===== src/rtl/riscv_mem_arbiter_if.sv =====
// rtl/riscv_mem_arbiter_if.sv - core fetch/data ports and shared SRAM port bundle
interface riscv_mem_arbiter_if #(
  parameter int ADDR_W = 32
) ();
  logic [ADDR_W-1:0] i_addr_i;
  logic              i_rd_i;
  logic [31:0]       i_rdata_o;
  logic              i_valid_o;
  logic [ADDR_W-1:0] d_addr_i;
  logic [31:0]       d_wdata_i;
  logic [1:0]        d_size_i;
  logic              d_rd_i;
  logic              d_wr_i;
  logic [31:0]       d_rdata_o;
  logic              d_valid_o;
  logic              stall_o;
  logic              err_o;
  logic [ADDR_W-1:0] m_addr_o;
  logic              m_en_o;
  logic              m_we_o;
  logic [3:0]        m_be_o;
  logic [31:0]       m_wdata_o;
  logic [31:0]       m_rdata_i;

  // arbiter side
  modport slave (
    input  i_addr_i, i_rd_i, d_addr_i, d_wdata_i, d_size_i, d_rd_i, d_wr_i, m_rdata_i,
    output i_rdata_o, i_valid_o, d_rdata_o, d_valid_o, stall_o, err_o,
           m_addr_o, m_en_o, m_we_o, m_be_o, m_wdata_o
  );

  // core + memory side
  modport master (
    output i_addr_i, i_rd_i, d_addr_i, d_wdata_i, d_size_i, d_rd_i, d_wr_i, m_rdata_i,
    input  i_rdata_o, i_valid_o, d_rdata_o, d_valid_o, stall_o, err_o,
           m_addr_o, m_en_o, m_we_o, m_be_o, m_wdata_o
  );
endinterface


===== src/rtl/riscv_mem_arbiter.sv =====
// rtl/riscv_mem_arbiter.sv - round-robin fetch/data arbiter for one single-port SRAM (optional RISCV_ARB_MISALIGN_EN)
module riscv_mem_arbiter #(
  parameter int ADDR_W     = 32,
  parameter bit DATA_FIRST = 1'b1
) (
  input  logic                 clk_i,
  input  logic                 reset_i,
  riscv_mem_arbiter_if.slave   bus
);

  typedef enum logic [1:0] {IDLE, IBUSY, DBUSY} state_t;

  state_t      state_q, state_d;
  logic        last_d_q;          // 1 = data port received the most recent grant
  logic        grant_i, grant_d;
  logic        i_elig, d_elig, d_req;
  logic        i_valid, d_valid;
  logic        misalign;
  logic [1:0]  lane;
  logic [3:0]  be;
  logic [31:0] wdata_rep;
  logic [1:0]  lane_q, size_q;
  logic        load_q, err_q;
  logic [31:0] d_load_data;
  logic [31:0] i_hold_q, d_hold_q;
  logic        unused_bits;

  assign d_req       = bus.d_rd_i | bus.d_wr_i;
  assign i_valid     = (state_q == IBUSY);
  assign d_valid     = (state_q == DBUSY);
  assign unused_bits = ^bus.i_addr_i[1:0];

`ifdef RISCV_ARB_MISALIGN_EN
  assign misalign = (bus.d_size_i == 2'd1) ? bus.d_addr_i[0]
                                           : (bus.d_size_i[1] && (bus.d_addr_i[1:0] != 2'b00));
`else
  assign misalign = 1'b0;
`endif

  // lane, byte enables and replicated store data from the access size
  always_comb begin
    lane      = 2'b00;
    be        = 4'b1111;
    wdata_rep = bus.d_wdata_i;
    case (bus.d_size_i)
      2'd0: begin
        lane      = bus.d_addr_i[1:0];
        be        = 4'b0001 << lane;
        wdata_rep = {4{bus.d_wdata_i[7:0]}};
      end
      2'd1: begin
        lane      = {bus.d_addr_i[1], 1'b0};
        be        = 4'b0011 << lane;
        wdata_rep = {2{bus.d_wdata_i[15:0]}};
      end
      default: ;
    endcase
  end

  // retire-then-grant: the retiring port sits out, ties go to the port not granted last
  always_comb begin
    grant_i = 1'b0;
    grant_d = 1'b0;
    state_d = IDLE;
    i_elig  = reset_i & bus.i_rd_i & ~i_valid;
    d_elig  = reset_i & d_req & ~d_valid;
    if (i_elig && d_elig) begin
      if (last_d_q) grant_i = 1'b1;
      else          grant_d = 1'b1;
    end else if (i_elig) begin
      grant_i = 1'b1;
    end else if (d_elig) begin
      grant_d = 1'b1;
    end
    if (grant_i)      state_d = IBUSY;
    else if (grant_d) state_d = DBUSY;
  end

  // memory strobe for the access granted this cycle; misaligned grants never touch memory
  always_comb begin
    bus.m_addr_o  = '0;
    bus.m_en_o    = 1'b0;
    bus.m_we_o    = 1'b0;
    bus.m_be_o    = 4'b0000;
    bus.m_wdata_o = '0;
    if (grant_i) begin
      bus.m_addr_o = {bus.i_addr_i[ADDR_W-1:2], 2'b00};
      bus.m_en_o   = 1'b1;
      bus.m_be_o   = 4'b1111;
    end else if (grant_d && !misalign) begin
      bus.m_addr_o  = {bus.d_addr_i[ADDR_W-1:2], 2'b00};
      bus.m_en_o    = 1'b1;
      bus.m_we_o    = bus.d_wr_i;
      bus.m_be_o    = be;
      bus.m_wdata_o = bus.d_wr_i ? wdata_rep : 32'h0;
    end
  end

  // state, round-robin history and the context of the data access in flight
  always_ff @(posedge clk_i or negedge reset_i) begin
    if (!reset_i) begin
      state_q  <= IDLE;
      last_d_q <= ~DATA_FIRST;
      lane_q   <= 2'b00;
      size_q   <= 2'b00;
      load_q   <= 1'b0;
      err_q    <= 1'b0;
    end else begin
      state_q <= state_d;
      if (grant_i)      last_d_q <= 1'b0;
      else if (grant_d) last_d_q <= 1'b1;
      if (grant_d) begin
        lane_q <= lane;
        size_q <= bus.d_size_i;
        load_q <= ~bus.d_wr_i;
        err_q  <= misalign;
      end
    end
  end

  // align the SRAM word to the right and zero everything above the access size
  always_comb begin
    d_load_data = bus.m_rdata_i >> {lane_q, 3'b000};
    case (size_q)
      2'd0:    d_load_data = d_load_data & 32'h0000_00FF;
      2'd1:    d_load_data = d_load_data & 32'h0000_FFFF;
      default: ;
    endcase
    if (err_q) d_load_data = 32'h0;
  end

  // keep the last delivered data visible between completion pulses
  always_ff @(posedge clk_i or negedge reset_i) begin
    if (!reset_i) begin
      i_hold_q <= 32'h0;
      d_hold_q <= 32'h0;
    end else begin
      if (i_valid) i_hold_q <= bus.m_rdata_i;
      if (d_valid && (load_q || err_q)) d_hold_q <= d_load_data;
    end
  end

  assign bus.i_valid_o = i_valid;
  assign bus.d_valid_o = d_valid;
  assign bus.err_o     = d_valid & err_q;
  assign bus.i_rdata_o = i_valid ? bus.m_rdata_i : i_hold_q;
  assign bus.d_rdata_o = (d_valid && (load_q || err_q)) ? d_load_data : d_hold_q;
  assign bus.stall_o   = reset_i & ((bus.i_rd_i & ~i_valid) | (d_req & ~d_valid));

endmodule


===== src/flat_wrapper.sv =====
// flat-port wrapper written by rule: the top's interface ports become plain ports
module riscv_mem_arbiter_flat 
#(
  parameter int ADDR_W     = 32,
  parameter bit DATA_FIRST = 1'b1
)
  (clk_i, reset_i, bus_i_addr_i, bus_i_rd_i, bus_d_addr_i, bus_d_wdata_i, bus_d_size_i, bus_d_rd_i, bus_d_wr_i, bus_m_rdata_i, bus_i_rdata_o, bus_i_valid_o, bus_d_rdata_o, bus_d_valid_o, bus_stall_o, bus_err_o, bus_m_addr_o, bus_m_en_o, bus_m_we_o, bus_m_be_o, bus_m_wdata_o);
  riscv_mem_arbiter_if #(.ADDR_W(ADDR_W)) bus_i ();
  input  logic clk_i;
  input  logic reset_i;
  input wire logic [$bits(bus_i.i_addr_i)-1:0] bus_i_addr_i;
  input wire logic [$bits(bus_i.i_rd_i)-1:0] bus_i_rd_i;
  input wire logic [$bits(bus_i.d_addr_i)-1:0] bus_d_addr_i;
  input wire logic [$bits(bus_i.d_wdata_i)-1:0] bus_d_wdata_i;
  input wire logic [$bits(bus_i.d_size_i)-1:0] bus_d_size_i;
  input wire logic [$bits(bus_i.d_rd_i)-1:0] bus_d_rd_i;
  input wire logic [$bits(bus_i.d_wr_i)-1:0] bus_d_wr_i;
  input wire logic [$bits(bus_i.m_rdata_i)-1:0] bus_m_rdata_i;
  output wire logic [$bits(bus_i.i_rdata_o)-1:0] bus_i_rdata_o;
  output wire logic [$bits(bus_i.i_valid_o)-1:0] bus_i_valid_o;
  output wire logic [$bits(bus_i.d_rdata_o)-1:0] bus_d_rdata_o;
  output wire logic [$bits(bus_i.d_valid_o)-1:0] bus_d_valid_o;
  output wire logic [$bits(bus_i.stall_o)-1:0] bus_stall_o;
  output wire logic [$bits(bus_i.err_o)-1:0] bus_err_o;
  output wire logic [$bits(bus_i.m_addr_o)-1:0] bus_m_addr_o;
  output wire logic [$bits(bus_i.m_en_o)-1:0] bus_m_en_o;
  output wire logic [$bits(bus_i.m_we_o)-1:0] bus_m_we_o;
  output wire logic [$bits(bus_i.m_be_o)-1:0] bus_m_be_o;
  output wire logic [$bits(bus_i.m_wdata_o)-1:0] bus_m_wdata_o;
  assign bus_i.i_addr_i = bus_i_addr_i;
  assign bus_i.i_rd_i = bus_i_rd_i;
  assign bus_i.d_addr_i = bus_d_addr_i;
  assign bus_i.d_wdata_i = bus_d_wdata_i;
  assign bus_i.d_size_i = bus_d_size_i;
  assign bus_i.d_rd_i = bus_d_rd_i;
  assign bus_i.d_wr_i = bus_d_wr_i;
  assign bus_i.m_rdata_i = bus_m_rdata_i;
  assign bus_i_rdata_o = bus_i.i_rdata_o;
  assign bus_i_valid_o = bus_i.i_valid_o;
  assign bus_d_rdata_o = bus_i.d_rdata_o;
  assign bus_d_valid_o = bus_i.d_valid_o;
  assign bus_stall_o = bus_i.stall_o;
  assign bus_err_o = bus_i.err_o;
  assign bus_m_addr_o = bus_i.m_addr_o;
  assign bus_m_en_o = bus_i.m_en_o;
  assign bus_m_we_o = bus_i.m_we_o;
  assign bus_m_be_o = bus_i.m_be_o;
  assign bus_m_wdata_o = bus_i.m_wdata_o;
  riscv_mem_arbiter #(.ADDR_W(ADDR_W), .DATA_FIRST(DATA_FIRST)) u_core (.clk_i(clk_i), .reset_i(reset_i), .bus(bus_i));
endmodule

===== config.mk =====
export PLATFORM = sky130hd
export DESIGN_NAME = riscv_mem_arbiter_flat
export DESIGN_NICKNAME = d
export VERILOG_FILES = /design/src/rtl/riscv_mem_arbiter_if.sv /design/src/rtl/riscv_mem_arbiter.sv /design/src/flat_wrapper.sv
export SDC_FILE = /design/constraint.sdc
export NUM_CORES = 1
export LEC_CHECK = 0
export ABC_AREA = 1
export CORE_MARGIN = 4
export CORE_UTILIZATION = 34
export CTS_CLUSTER_SIZE = 24
export DETAILED_ROUTE_END_ITERATION = 6
export PLACE_DENSITY_LB_ADDON = 0.08
export SYNTH_ARGS = -nofsm -noshare
export SYNTH_HDL_FRONTEND = slang
export SYNTH_SLANG_ARGS = --single-unit

===== constraint.sdc =====
create_clock -name clk_i -period 1.4 [get_ports clk_i]
set_input_delay 0.28 -clock clk_i [delete_from_list [all_inputs] [get_ports clk_i]]
set_output_delay 0.28 -clock clk_i [all_outputs]
set_load 0.01 [all_outputs]

======== Word-level counts from Yosys, hierarchy flattened ========
Cells that the tools add are included.
word-level totals
  word-level logic and storage cells ...... 59
  bits of input ports ..................... 135
  bits in registers ....................... 72
  output and inout port bits .............. 138
operators by class
  equal/unequal tests ..................... 4
  reductions and logical operators ........ 5
  mux-type cells .......................... 28
  bitwise operators ....................... 12
  shifts and indexed selects .............. 3
operator list
  kind                 count
  $mux 32              7
  $pmux 32 s2          2
  $shr 32x5->32        1
  $mux 1               13
  $mux 4               2
  $pmux 4 s2           1
  $and 1x1->1          7
  $eq 2x1->1 const B   3
  $logic_not 2->1      2
  $mux 2               2
  $pmux 2 s2           1
  $shl 1x2->4 const A  1
  $shl 2x2->4 const A  1
  $not 1->1            3
  $eq 2x2->1 const B   1
  $logic_and 1x1->1    2
  $or 1x1->1           2
  $reduce_bool 2->1    1

======== Longest topological paths before layout ========
Gate-level depths: netlist of the first run.
  word-level depth ........................ 8
  mapped depth ............................ 8
  mapped depth without buffers ............ 7

======== Worst setup path before layout of the first run ========
No wires, ideal clock.
  path type ............................... reg2out
  start ................................... register u_core.state_q[0]
  end ..................................... output port bus_d_rdata_o[21]
  required time ........................... 1.120 ns
  path buffers ............................ 1
  cell stages (with the launch flop) ...... 7
  data arrival time ....................... 1.293 ns
  setup slack ............................. -0.173 ns
  path through ............................ dfrtp_1 > inv_2 > nand2_2 > nor2_4 > nand3_2 > buf_2 > o21ai_0
between the ends
  longest elaborated chain between the ends .. 3
RTL lines
  item                      line                      source
  start: declaration        riscv_mem_arbiter.sv:13   state_t state_q, state_d;
  start signal: assignment  riscv_mem_arbiter.sv:109  state_q <= state_d;
  $eq 2x2->1                riscv_mem_arbiter.sv:30   assign d_valid = (state_q == DBUSY);
  $logic_and 1x1->1         riscv_mem_arbiter.sv:147  assign bus.d_rdata_o = (d_valid && (load_q || err_q)) ? d_load_data : d_hold_q;
  $mux 32                   riscv_mem_arbiter.sv:147
  end: declaration          flat_wrapper.sv:21        output wire logic [$bits(bus_i.d_rdata_o)-1:0] bus_d_rdata_o;
No other way between the ends.

======== Worst setup path after layout of the first run ========
  start ................................... register u_core.state_q[0]
  end ..................................... output port bus_d_rdata_o[25]
Same word-level chain as after synthesis.

==> run metrics, run 1 <==
crit-path cells=inv_2, nand2_4, buf_4, nor2_4, nand3_4, buf_12, buf_12, o21ai_4, buf_6; drt drc=0; Synth Area in Adders=0%; Compound-Gate Fraction of Synth Area=9.45%; fin area=10,100 um^2; metal3 WL=between 1.5 and 2 mm; clock share of power=21.3%; peak supply drop=around 0.70 mV; Post-DP HPWL=14.8 mm; # clock sinks=72; Die Span Y=approximately 120 um; crit-path max cell delay=0.38 ns; drt pass-1 iters=5; fmax=approximately 460 MHz; pin count of the biggest net entering global routing=70; failing checks=setup timing; share of cells above drive strength 1=48.3%; WP buf/inv=5; port buffer count=267; met1 WL=8.44 mm; Sw Ratio=36.1%; Combinational Power Share=53.9%; Die Wd=122 um; floorplan core area=12,700 um^2; Max Buffers Root-to-Sink=2; setup violators final=approximately 160; Cell Area, Placed=7810 um^2; Max-Cap Viols=0; vias per inst=just over 5; main combinational cell family by area after synthesis=simple AND/OR/NAND/NOR gates; Routed met2 length=13.0 mm; Arr. time, crit path=1.89 ns; crit path capture type=primary output; root buffer cell=clkbuf_16; Final Util=approximately four fifths; hold crit path type=in -> async; critical path type=reg -> out; Routed WL per cell=20.3 um; fin worst setup slack=-0.774 ns; Clk Latency, worst-skew pair=between 0.3 and 0.4 ns; register area share after synthesis=40.7%; WP data required=1.12 ns; CP most frequent cell=buf_12; DRT iter0 DRCs=555; YS warnings=0; # IOs=approximately 270; final hold slack=0.219 ns; Hold Vio Cnt, Final=0; Die ar.=~15,000 um^2; unrepaired setup endpoints after global routing=true; Cell Pwr Density=1230 nW/um^2; slowest cell on the critical path=dfrtp_1; # H-tree levels=3; Total Routing Usage GR=29.8%; antenna violations before repair=0; Layout Nets=1,152; Starting Density=34.9%; non-filler instance count after layout=1,194; Post-Syn Instances=633; CP max FO=6; Tightest Pin Transition=around 0.87 ns; post-route ant nets=0; Worst path top cell family by delay=buffers and inverters; GPL Wtd Cong=0.850; Area growth syn-to-layout=129%; grt total ovfl=0; Max transition margin=41.7%; post-synthesis mux area share=0%; register share of total power=24.8%; crit share post-route=155%; Switch Pwr=4.49 mW; #FFs+latches synth=about 70; final clock skew=0.00708 ns; status=complete, but fails checks; CTS tree=done; Num CTS Buffers=9; clk slew on worst S/H paths=0.06 ns; leakage power=4.84 nW; P_int=between 7 and 8 mW; simple logic cell fraction of the synthesized area=40.3%; XOR/XNOR Fraction of Synth Area=0%; Design Power=12.5 mW; library cells used by synthesis=24; Avg Cell Area, Syn=~7.0 um^2; Via Count=6,187; detailed-route wire length=roughly 24 mm; crit start category=flop; dpl ws=-0.995 ns; row count=between 40 and 50; first-pass GRT wire length=between 30 and 40 mm; total negative slack=-86.74 ns; Slew Viols, Final=0; placed insts=1,088; Antenna Cells=0; top sig layer=met4; minimum clock period=2.17 ns; synthesized area=between 4000 and 5000 um^2; vias in the first global route=6,401
[cell families (layout without fill, tap and decap cells)]
kind of cell | after synthesis | after routing
AO/OA/AOI/OAI | 75 | 75
flip-flops | 72 | 72
other | 1 | 3
buffers and inverters | 99 | 485
AND/OR/NAND/NOR | 386 | 387
[layer usage]
layer | up-vias | track usage [%]
met5 | - | 0
met4 | 0 | 11.6
met3 | 68 | 7.10
met2 | 307 | 55.9
met1 | 2990 | 32.1
li1 | 2822 | -
[final cells by class]
type / instances / area (um^2)
well taps: 172 / 215
multi-input cells: 465 / 3250
clock buffers: 9 / 225
inverters: 53 / 210
repair buffers: 416 / 4310
flip-flops and latches: 72 / 1800
fillers: 790 / 2530
clock inverters: 7 / 119
[Yosys cell counts]
cell,number,area share (%)
inv_1,49,4.2
nand3_1,87,9.8
a21oi_1,15,1.7
o211ai_1,16,2.7
clkbuf_1,15,1.3
inv_2,3,0.25
buf_4,4,0.68
conb_1,1,0.085
dfrtp_1,72,41
buf_2,24,2.7
clkinv_1,1,0.085
nor3_2,23,5.2
nor2_2,1,0.14
o21a_1,1,0.17
nor2_4,2,0.51
nor2_1,23,2.0
buf_1,3,0.25
nand4_1,7,0.99
nand2_2,3,0.42
nand2_1,228,19
nand3_2,2,0.45
o21ai_1,17,1.9
or2_2,10,1.4
o21ai_0,26,2.9
[path summary, 6_finish.rpt]
check                                                     end  slack (ns)  cells past startpoint                          start
worst max-delay path                        bus_d_rdata_o[25]       -0.77                      9    u_core.state_q[0]$_DFF_PN0_
worst min-delay path            u_core.d_hold_q[28]$_DFF_PN0_        0.22                      2                        reset_i
worst max register to register  u_core.d_hold_q[25]$_DFF_PN0_       -0.29                     10    u_core.state_q[0]$_DFF_PN0_
worst min register to register  u_core.i_hold_q[16]$_DFF_PN0_        0.47                      2  u_core.i_hold_q[16]$_DFF_PN0_
max in group asynchronous        u_core.lane_q[0]$_DFFE_PN0P_        0.54                      2                        reset_i
min in group clk_i              u_core.i_hold_q[16]$_DFF_PN0_        0.47                      2  u_core.i_hold_q[16]$_DFF_PN0_
[layout by cell type, fill, tap and decap left out, types with 9 or more instances in the layout]
| cell | n |
|---|---|
| clkdlybuf4s15_2 | 18 |
| o211ai_1 | 16 |
| nor3_4 | 17 |
| nand2_4 | 9 |
| nand3_1 | 47 |
| inv_1 | 45 |
| nand2_2 | 33 |
| o21ai_4 | 15 |
| clkdlybuf4s50_1 | 130 |
| nand2_1 | 185 |
| nor2_4 | 14 |
| clkbuf_16 | 14 |
| buf_12 | 17 |
| buf_16 | 9 |
| buf_2 | 53 |
| dfrtp_1 | 71 |
| or2_2 | 10 |
| nand3_4 | 15 |
| buf_6 | 96 |
| nor2_1 | 9 |
| buf_4 | 74 |
| o21ai_2 | 27 |
| nand3_2 | 28 |
[sequential cells by signal (all words and copies together) (netlist names)]
| signal | cells |
|---|---|
| u_core.i_hold_q | 32 |
| u_core.state_q | 2 |
| u_core.lane_q | 2 |
| u_core.size_q | 2 |
| u_core.d_hold_q | 32 |
| u_core.load_q | 1 |
| u_core.last_d_q | 1 |
[power groups by stage]
stage	Clock (mW)	Sequential, mW	Combinational, mW
6_report	2.66	3.09	6.71
3_5_place_dp	0	3.02	4.76
2_1_floorplan	0	2.96	2.04
5_1_grt	2.77	3.14	7.11
3_3_place_gp	0	3.00	4.71
4_1_cts	2.67	3.02	5.81
[repair_timing]
item / CTS / global route
hold buffers: 1 / 0
endpoints found under the setup margin: 135 / 156
gates cloned: 11 / 5
setup buffers: 66 / 31
gates resized for setup: 710 / 187
pin swaps: 44 / 51
hold endpoints to repair: 3 / 0
Note: power is estimated with default switching activity, not from simulation.
==> inputs of run 2 (changes only) <==
- HOLD_SLACK_MARGIN: not set -> 0.08
==> results of run 2 <==
No change in the layout: final DEF, timing and power equal those of run 1.
